### src/rtl/gpu_pkg.sv
// gpu_pkg: types and constants shared by the vertex dispatch front end.
//   dispatch_state_t : dispatcher FSM states
//   CFG_*            : host configuration address map
//   TRI_WORDS        : 32-bit words per triangle record
package gpu_pkg;

  typedef enum logic [1:0] {
    IDLE  = 2'd0,
    LOAD  = 2'd1,
    ISSUE = 2'd2
  } dispatch_state_t;

  localparam logic [4:0] CFG_MAT0   = 5'd0;
  localparam logic [4:0] CFG_LIGHT0 = 5'd16;
  localparam logic [4:0] CFG_BASE   = 5'd19;
  localparam logic [4:0] CFG_COUNT  = 5'd20;
  localparam logic [4:0] CFG_START  = 5'd21;
  localparam logic [4:0] CFG_ABORT  = 5'd22;

  localparam int TRI_WORDS   = 15;
  localparam int MAT_WORDS   = 16;
  localparam int LIGHT_WORDS = 3;

  // Index of the final word of a triangle record.
  localparam logic [3:0] LAST_WORD = 4'd14;

  // True for addresses that name a storage register (matrix, lighting,
  // base, count) rather than a command.
  function automatic logic is_cfg_reg(input logic [4:0] addr);
    return (addr <= CFG_COUNT);
  endfunction

endpackage

### src/rtl/dispatch_cfg_regs.sv
// dispatch_cfg_regs: host-written register file for the vertex dispatcher.
// Writes are locked out while the dispatcher is busy, so the matrix and
// lighting vector stay constant for a whole frame.
// Ports:
//   clock, reset        : clock and asynchronous active-high reset
//   cfg_we/addr/wdata   : host write port
//   busy                : dispatcher not idle (write lock)
//   mat, lighting       : Q16.16 transform matrix and light vector
//   base, count         : triangle base word address and triangle count
module dispatch_cfg_regs
  import gpu_pkg::*;
#(
  parameter int ADDR_W = 24,
  parameter int CNT_W  = 16
) (
  input  logic                             clock,
  input  logic                             reset,
  input  logic                             cfg_we,
  input  logic [4:0]                       cfg_addr,
  input  logic [31:0]                      cfg_wdata,
  input  logic                             busy,
  output logic [MAT_WORDS-1:0][31:0]       mat,
  output logic [LIGHT_WORDS-1:0][31:0]     lighting,
  output logic [ADDR_W-1:0]                base,
  output logic [CNT_W-1:0]                 count
);

  logic wr_ok;
  assign wr_ok = cfg_we && !busy && is_cfg_reg(cfg_addr);

  // Register file update; ignored while a frame is in progress.
  always_ff @(posedge clock or posedge reset) begin
    if (reset) begin
      mat      <= '0;
      lighting <= '0;
      base     <= '0;
      count    <= '0;
    end else if (wr_ok) begin
      case (cfg_addr)
        CFG_LIGHT0:          lighting[0] <= cfg_wdata;
        CFG_LIGHT0 + 5'd1:   lighting[1] <= cfg_wdata;
        CFG_LIGHT0 + 5'd2:   lighting[2] <= cfg_wdata;
        CFG_BASE:            base        <= cfg_wdata[ADDR_W-1:0];
        CFG_COUNT:           count       <= cfg_wdata[CNT_W-1:0];
        // Remaining storage addresses are 0..15, the matrix.
        default:             mat[cfg_addr[3:0]] <= cfg_wdata;
      endcase
    end
  end

endmodule

### src/rtl/vertex_dispatch.sv
// vertex_dispatch: fetches 15-word triangle records from triangle memory
// and presents them to vertex_calc under a valid/ready handshake.
// Ports:
//   clock, reset              : clock and asynchronous active-high reset
//   cfg_we/addr/wdata         : host config writes (regs, start, abort)
//   mem_rd, mem_addr          : triangle-memory read request
//   mem_rdata                 : read data, valid one cycle after mem_rd
//   mat, lighting             : config outputs (Q16.16)
//   v_out, color_out1..3      : current triangle record and its colours
//   tri_valid, tri_last       : triangle present / last of frame
//   tri_ready                 : downstream accepts the triangle
//   busy, frame_done          : not idle / one-cycle completion pulse
module vertex_dispatch
  import gpu_pkg::*;
#(
  parameter int ADDR_W = 24,
  parameter int CNT_W  = 16
) (
  input  logic                           clock,
  input  logic                           reset,
  input  logic                           cfg_we,
  input  logic [4:0]                     cfg_addr,
  input  logic [31:0]                    cfg_wdata,
  output logic                           mem_rd,
  output logic [ADDR_W-1:0]              mem_addr,
  input  logic [31:0]                    mem_rdata,
  output logic [MAT_WORDS-1:0][31:0]     mat,
  output logic [LIGHT_WORDS-1:0][31:0]   lighting,
  output logic [TRI_WORDS-1:0][31:0]     v_out,
  output logic [23:0]                    color_out1,
  output logic [23:0]                    color_out2,
  output logic [23:0]                    color_out3,
  output logic                           tri_valid,
  output logic                           tri_last,
  input  logic                           tri_ready,
  output logic                           busy,
  output logic                           frame_done
);

  dispatch_state_t     state;
  logic [ADDR_W-1:0]   base;
  logic [CNT_W-1:0]    count;
  logic [ADDR_W-1:0]   rd_ptr;
  logic [CNT_W-1:0]    remaining;
  logic [3:0]          req_idx;
  // Tracks the request whose data arrives on mem_rdata this cycle.
  logic                pend_valid;
  logic [3:0]          pend_idx;

  logic start_cmd;
  logic abort_cmd;
  logic accept;

  assign start_cmd = cfg_we && (cfg_addr == CFG_START);
  assign abort_cmd = cfg_we && (cfg_addr == CFG_ABORT);
  assign accept    = tri_valid && tri_ready;

  assign color_out1 = v_out[3][23:0];
  assign color_out2 = v_out[7][23:0];
  assign color_out3 = v_out[11][23:0];

  dispatch_cfg_regs #(
    .ADDR_W (ADDR_W),
    .CNT_W  (CNT_W)
  ) u_cfg (
    .clock     (clock),
    .reset     (reset),
    .cfg_we    (cfg_we),
    .cfg_addr  (cfg_addr),
    .cfg_wdata (cfg_wdata),
    .busy      (busy),
    .mat       (mat),
    .lighting  (lighting),
    .base      (base),
    .count     (count)
  );

  // Dispatcher FSM: request issue, response capture and handshake.
  always_ff @(posedge clock or posedge reset) begin
    if (reset) begin
      state      <= IDLE;
      rd_ptr     <= '0;
      remaining  <= '0;
      req_idx    <= 4'd0;
      pend_valid <= 1'b0;
      pend_idx   <= 4'd0;
      mem_rd     <= 1'b0;
      mem_addr   <= '0;
      v_out      <= '0;
      tri_valid  <= 1'b0;
      tri_last   <= 1'b0;
      busy       <= 1'b0;
      frame_done <= 1'b0;
    end else begin
      frame_done <= 1'b0;
      pend_valid <= mem_rd;
      pend_idx   <= req_idx;

      // A response arriving in the abort cycle belongs to the dead frame.
      if (pend_valid && !abort_cmd) begin
        v_out[pend_idx] <= mem_rdata;
      end

      if (abort_cmd) begin
        state      <= IDLE;
        busy       <= 1'b0;
        mem_rd     <= 1'b0;
        tri_valid  <= 1'b0;
        tri_last   <= 1'b0;
        pend_valid <= 1'b0;
        req_idx    <= 4'd0;
      end else begin
        case (state)
          IDLE: begin
            if (start_cmd) begin
              rd_ptr    <= base;
              remaining <= count;
              if (count != '0) begin
                state    <= LOAD;
                busy     <= 1'b1;
                mem_rd   <= 1'b1;
                mem_addr <= base;
                req_idx  <= 4'd0;
              end else begin
                frame_done <= 1'b1;
              end
            end
          end

          LOAD: begin
            if (mem_rd) begin
              if (req_idx == LAST_WORD) begin
                mem_rd <= 1'b0;
                // Next record starts right after this one.
                rd_ptr <= rd_ptr + ADDR_W'(TRI_WORDS);
              end else begin
                req_idx  <= req_idx + 4'd1;
                mem_addr <= mem_addr + ADDR_W'(1'b1);
              end
            end
            if (pend_valid && (pend_idx == LAST_WORD)) begin
              state     <= ISSUE;
              tri_valid <= 1'b1;
              tri_last  <= (remaining == CNT_W'(1'b1));
            end
          end

          ISSUE: begin
            if (accept) begin
              tri_valid <= 1'b0;
              tri_last  <= 1'b0;
              remaining <= remaining - CNT_W'(1'b1);
              if (remaining == CNT_W'(1'b1)) begin
                state      <= IDLE;
                busy       <= 1'b0;
                frame_done <= 1'b1;
              end else begin
                state    <= LOAD;
                mem_rd   <= 1'b1;
                mem_addr <= rd_ptr;
                req_idx  <= 4'd0;
              end
            end
          end

          default: begin
            state     <= IDLE;
            busy      <= 1'b0;
            mem_rd    <= 1'b0;
            tri_valid <= 1'b0;
            tri_last  <= 1'b0;
          end
        endcase
      end
    end
  end

endmodule

### config.mk
export PLATFORM = sky130hd
export DESIGN_NAME = vertex_dispatch
export DESIGN_NICKNAME = d
export VERILOG_FILES = /design/src/rtl/gpu_pkg.sv /design/src/rtl/dispatch_cfg_regs.sv /design/src/rtl/vertex_dispatch.sv
export SDC_FILE = /design/constraint.sdc
export NUM_CORES = 2
export LEC_CHECK = 0
export ABC_AREA = 1
export CORE_AREA = 2 2 489 491
export DETAILED_ROUTE_END_ITERATION = 8
export DIE_AREA = 0 0 491 493
export DONT_BUFFER_PORTS = 1
export HOLD_SLACK_MARGIN = 0.06
export PLACE_DENSITY = 0.34
export RECOVER_POWER = 100
export SETUP_SLACK_MARGIN = 0.5
export SLEW_MARGIN = 10
export SYNTH_ARGS = -nofsm -noshare
export SYNTH_HDL_FRONTEND = slang
export SYNTH_SLANG_ARGS = --single-unit
### constraint.sdc
create_clock -name clock -period 51.1 [get_ports clock]
set_clock_uncertainty 0.1 [all_clocks]
set_input_delay 2.555 -clock clock [delete_from_list [all_inputs] [get_ports clock]]
set_output_delay 2.555 -clock clock [all_outputs]
set_load 0.005 [all_outputs]
Yosys cells after proc, flatten, opt, wreduce, memory -nomap -nowiden
Index checks and enable logic that the tools add are counted.
Widths: inputs -> output; s select.
Word-level totals
  register bits: 1208
  input port bits: 73
  output and inout port bits: 1189
  logic and storage cells: 181
Operators by class
  add/sub/neg operators: 4
  $lt $le $gt $ge: 5
  eq/ne operators: 29
  mux-type cells: 61
  bitwise logic cells: 2
  reduce and logical (&&, ||, !) cells: 32
Operators with widths (count)
  $bwmux 512: 1
  $bwmux 480: 1
  $demux 32 s4: 2
  $mux 24: 9
  $pmux 24 s3: 1
  $mux 32: 2
  $pmux 24 s2: 1
  $eq 5x5->1 const B: 7
  $mux 16: 2
  $pmux 16 s2: 1
  $mux 4: 7
  $add 24x1->24 const B: 1
  $add 24x4->24 const B: 1
  $ne 3x3->1 const B: 8
  $mux 1: 22
  $ne 2x2->1 const B: 9
  $eq 16x1->1 const B: 1
  $reduce_bool 16->1: 1
  $sub 16x1->16 const B: 1
  $pmux 1 s3: 4
  $pmux 4 s3: 1
  $reduce_and 2->1: 6
  $reduce_and 4->1: 3
  $lt 4x5->1 const B: 2
  other kinds (21): 39

Longest topological paths before layout
  depth in word-level cells: 5
  gate-level depth with buffers: 13

Hierarchy
Synthesis repeated with hierarchy kept, for this count alone.
Second synthesis, totals
  cell total of the unflattened synthesis: 4909
  area total of the unflattened synthesis: 47088.9 um2
By module, submodules not included
  vertex_dispatch: instances 1, cells an instance 2607, area each 23605.1 um2, sequential area each 14013.4 um2
  dispatch_cfg_regs: instances 1, cells an instance 2302, area each 23483.8 um2, sequential area each 16215.6 um2

Worst setup path after synthesis
OpenSTA, ideal clock, no wires.
  path type: input to register
  start: input cfg_addr[0]
  end: register mem_addr[13]
  setup time: 0.117 ns
  arrival time: 3.740 ns
  setup slack: 47.143 ns
  cell stages on the path: 11
  cell sequence: buf_2 -> nand2_1 -> nor2_1 -> nand2_1 -> a21oi_1 -> nand2_2 -> nor2_4 -> inv_2 -> buf_2 -> nand2_1 -> nand2_1
Between the ends
  cells in the longest elaborated chain, start to end: 4
  elaborated cells on any way between the ends: 7
  those cells by class: eq/ne: 3; bitwise: 1; reduce/logical: 3
RTL lines
  start: declaration: line vertex_dispatch.sv:22  | input logic [4:0] cfg_addr,
  $eq 5x5->1, on equally long branches: line vertex_dispatch.sv:54, vertex_dispatch.sv:55
  $logic_and 1x1->1, on equally long branches: line vertex_dispatch.sv:54, vertex_dispatch.sv:55
  $ne 2x2->1 (no line) or $not 1->1 (tied branches)
  $reduce_and 8->1 (no line) *
  end signal: assignment: line vertex_dispatch.sv:122  | mem_addr <= base;
  end signal: assignment: line vertex_dispatch.sv:138  | mem_addr <= mem_addr + ADDR_W'(1'b1);
  end signal: assignment: line vertex_dispatch.sv:160  | mem_addr <= rd_ptr;
  end: declaration: line vertex_dispatch.sv:25  | output logic [ADDR_W-1:0] mem_addr,
Mark *: on every way between the ends. The rest lies on a longest branch, timed or not.
A chain may end at the register's enable or synchronous reset.

==> impl_metrics.env <==
export IMPL_cpPeakStageDelay_ns=2.84
export IMPL_drt_total_wl_um=203200
export IMPL_setup_viol=0
export IMPL_internal_power_mw=1.942
export IMPL_nNetsFinal=4767
export IMPL_chipWidth_um=491
export IMPL_wl_per_cell_um=25.52
export IMPL_nFillCells=25980
export IMPL_power_density_nw_per_um2=55.77
export IMPL_dieArea_um2=242100
export IMPL_min_period_ns=17.23
export IMPL_swShare=0.3518
export IMPL_crit_arrival_ns=17.25
export IMPL_hold_path_class="register to register"
export IMPL_p_comb_frac=0.158
export IMPL_num_vias=33490
export IMPL_rsz0062_at_grt="false"
export IMPL_setup_ws_ns=33.87
export IMPL_crit_slowest_cell="clkinvlp_2"
export IMPL_grt_use_met2=0.2746
export IMPL_placed_cell_area_um2=49210
export IMPL_post_cts_setup_buffer_count=0
export IMPL_dr_pass1_iters=5
export IMPL_cts_root_buf="clkbuf_16"
export IMPL_path_clk_slew_ns=0.06
export IMPL_utilization=0.2268
export IMPL_cts_tree="yes"
export IMPL_cp_num_buf_inv=6
export IMPL_met1_usage=0.1857
export IMPL_total_power_mw=2.997
export IMPL_maxSlewHeadroom=-2.490
export IMPL_final_cell_mix="1471 x nand2_1, 1208 x dfrtp_1, 1177 x o21ai_0"
export IMPL_hold_violations=0
export IMPL_start_util=0.1961
export IMPL_synth_cell_types=38
export IMPL_cp_start_kind="input pin"
export IMPL_synth_seq_cells=1208
export IMPL_fp_dieH_um=493
export IMPL_ctsResizeCount=0
export IMPL_ys_top_cells_by_area="dfrtp_1 65%, nand2_1 12%, o21ai_0 12%, clkbuf_1 1.9%, inv_1 1.4%"
export IMPL_viasPerCell=4.205
export IMPL_gr_total_overflow=0
export IMPL_post_place_ws_ns=43.76
export IMPL_post_dp_hpwl_um=140400
export IMPL_clkPwrFrac=0.349
export IMPL_path_delay_family="buffers and inverters"
export IMPL_syn_area_per_cell_um2=9.559
export IMPL_tightest_slew_ns=5.207
export IMPL_antenna_found_initial=27
export IMPL_drc=0
export IMPL_slew_viol_final=3546
export IMPL_clock_path_buffers=3
export IMPL_ys_async_sr_fraction=1.000
export IMPL_crit_chain="clkinvlp_2 > clkbuf_1 > clkbuf_1 > clkbuf_1 > clkbuf_1 > clkbuf_1"
export IMPL_crit_path_max_fanout=107
export IMPL_reg2reg_slack_ns=45.70
export IMPL_fmax_mhz=58.03
export IMPL_synthToLayoutAreaGrowth_pct=15.65
export IMPL_max_cap_viol_count=59
export IMPL_grt_pass1_wl_um=281500
export IMPL_core_area_um2=237000
export IMPL_layout_cells_non_filler=7964
export IMPL_dp_cells=7701
export IMPL_cp_required_ns=51.12
export IMPL_rows=179
export IMPL_ys_warn_count=0
export IMPL_final_layout_size_suffix_gt1_frac=0.06093
export IMPL_place_congestion=0.7809
export IMPL_fin_crit_sh=0.3372
export IMPL_grtUsageTotal=0.1635
export IMPL_cts_sinks=1208
export IMPL_synth_edf_count=0
export IMPL_numCtsBuffers=147
export IMPL_portBuffers=0
export IMPL_busiest_layer="met2"
export IMPL_ir_drop_mv=0.02630
export IMPL_met3_usage=0.07382
export IMPL_path_common_cell="clkbuf_1"
export IMPL_synth_fp_nets=4945
export IMPL_grt_max_degree=108
export IMPL_htree_levels=4
export IMPL_fin_area_um2=53740
export IMPL_violations="max-capacitance violations, max-slew violations"
export IMPL_yosys_area_top_type="dfrtp_1"
export IMPL_io_pin_count=1262
export IMPL_synthFlopType="dfrtp_1"
export IMPL_clk_latency_ns=0.79
export IMPL_grt_pass1_vias=33120
export IMPL_ys_seq_area_frac=0.6505
export IMPL_sequentialPowerShare=0.493
export IMPL_setup_tns_ns=0
export IMPL_power_switching_mw=1.054
export IMPL_ant_nets=0
export IMPL_fin_hold_ws_ns=0.3811
export IMPL_first_iter_violations=2573
export IMPL_synth_area_um2=46470
export IMPL_end_kind="asynchronous set/reset pin"
export IMPL_layout_commonest_cell="nand2_1"
export IMPL_cts_hold_buf=0
export IMPL_status="complete, but fails checks"
export IMPL_synth_largest_type_area_fraction=0.6505
export IMPL_synthCells=4861
export IMPL_p_leak_nw=24.38
export IMPL_worstSetupPathType="input pin to asynchronous set/reset pin"
## power by group through the flow
stage | clock [mW] | sequential [mW] | combinational, mW
2_1_floorplan | 0 | 1.35 | 0.376
3_3_place_gp | 0 | 1.50 | 0.478
3_5_place_dp | 0 | 1.49 | 0.492
4_1_cts | 1.08 | 1.48 | 0.493
5_1_grt | 1.12 | 1.51 | 0.565
6_report | 1.05 | 1.48 | 0.474
## worst reg2reg max path, stage by stage (launching register included)
cell	delay, ns
dfrtp_1	0.61
nor3_1	1.09
nand3_1	2.51
o21ai_0	0.95
## flip-flops by register name, indices dropped and copies added, names as in the netlist, 2 cells and up
register / count
color_out1: 24
color_out2: 24
color_out3: 24
mem_addr: 24
pend_idx: 4
rd_ptr: 24
remaining: 16
req_idx: 4
state: 2
u_cfg.base: 24
u_cfg.count: 16
u_cfg.lighting: 96
u_cfg.mat: 512
v_out: 408
## cell usage after synthesis (18+ instances only)
| library cell | count |
|---|---|
| buf_2 | 90 |
| dfrtp_1 | 1208 |
| nand2_1 | 1471 |
| o21ai_1 | 105 |
| a21oi_1 | 47 |
| nand3_1 | 110 |
| nor2_1 | 142 |
| buf_4 | 72 |
| inv_1 | 170 |
| nor3_1 | 18 |
| clkbuf_1 | 239 |
| o21ai_0 | 1082 |
## per-layer routing
metal | part of all wire | vias up | wire length, µm
met5 | 0.000054 | - | 11
met4 | 0.028 | 2 | 5763
met3 | 0.11 | 263 | 22590
met2 | 0.48 | 1427 | 98120
met1 | 0.38 | 16430 | 76720
li1 | - | 15370 | -
## final timing paths
path / start / endpoint / cells after the start
max in group clock: cfg_addr[1] / v_out[216] / 8
worst min register to register: req_idx[3] / pend_idx[3] / 0
worst min-delay path: req_idx[3] / pend_idx[3] / 0
min in group asynchronous: reset / v_out[212] / 1
worst max register to register: busy / u_cfg.mat[67] / 3
worst max-delay path: reset / v_out[455] / 6
## final cells by class
type                    instances  area (µm²)  share of cell area
diodes                          5       12.51           0.0002328
clock buffers                 214        4262             0.07930
clock inverters                44       566.8             0.01055
inverters                     177       665.6             0.01239
multi-input cells            3069       13600              0.2530
flip-flops and latches       1208       30230              0.5625
well taps                    3167        3963             0.07374
repair buffers                 80       442.9            0.008242
## logic make-up (layout without fill, tap and decap cells)
logic type      count (synthesis)  count (layout)  share of synthesized area
simple gates                 1794            1794                     0.1530
compound gates               1258            1258                     0.1367
flops                        1208            1208                     0.6505
buf+inv                       584             515                    0.05558
fa+ha+maj                      11              11                   0.002962
xor+xnor                        5               5                  0.0009424
mux                             1               1                  0.0002154
other cells                     0               5                          0
No activity file was read; power rests on OpenSTA's default activity.
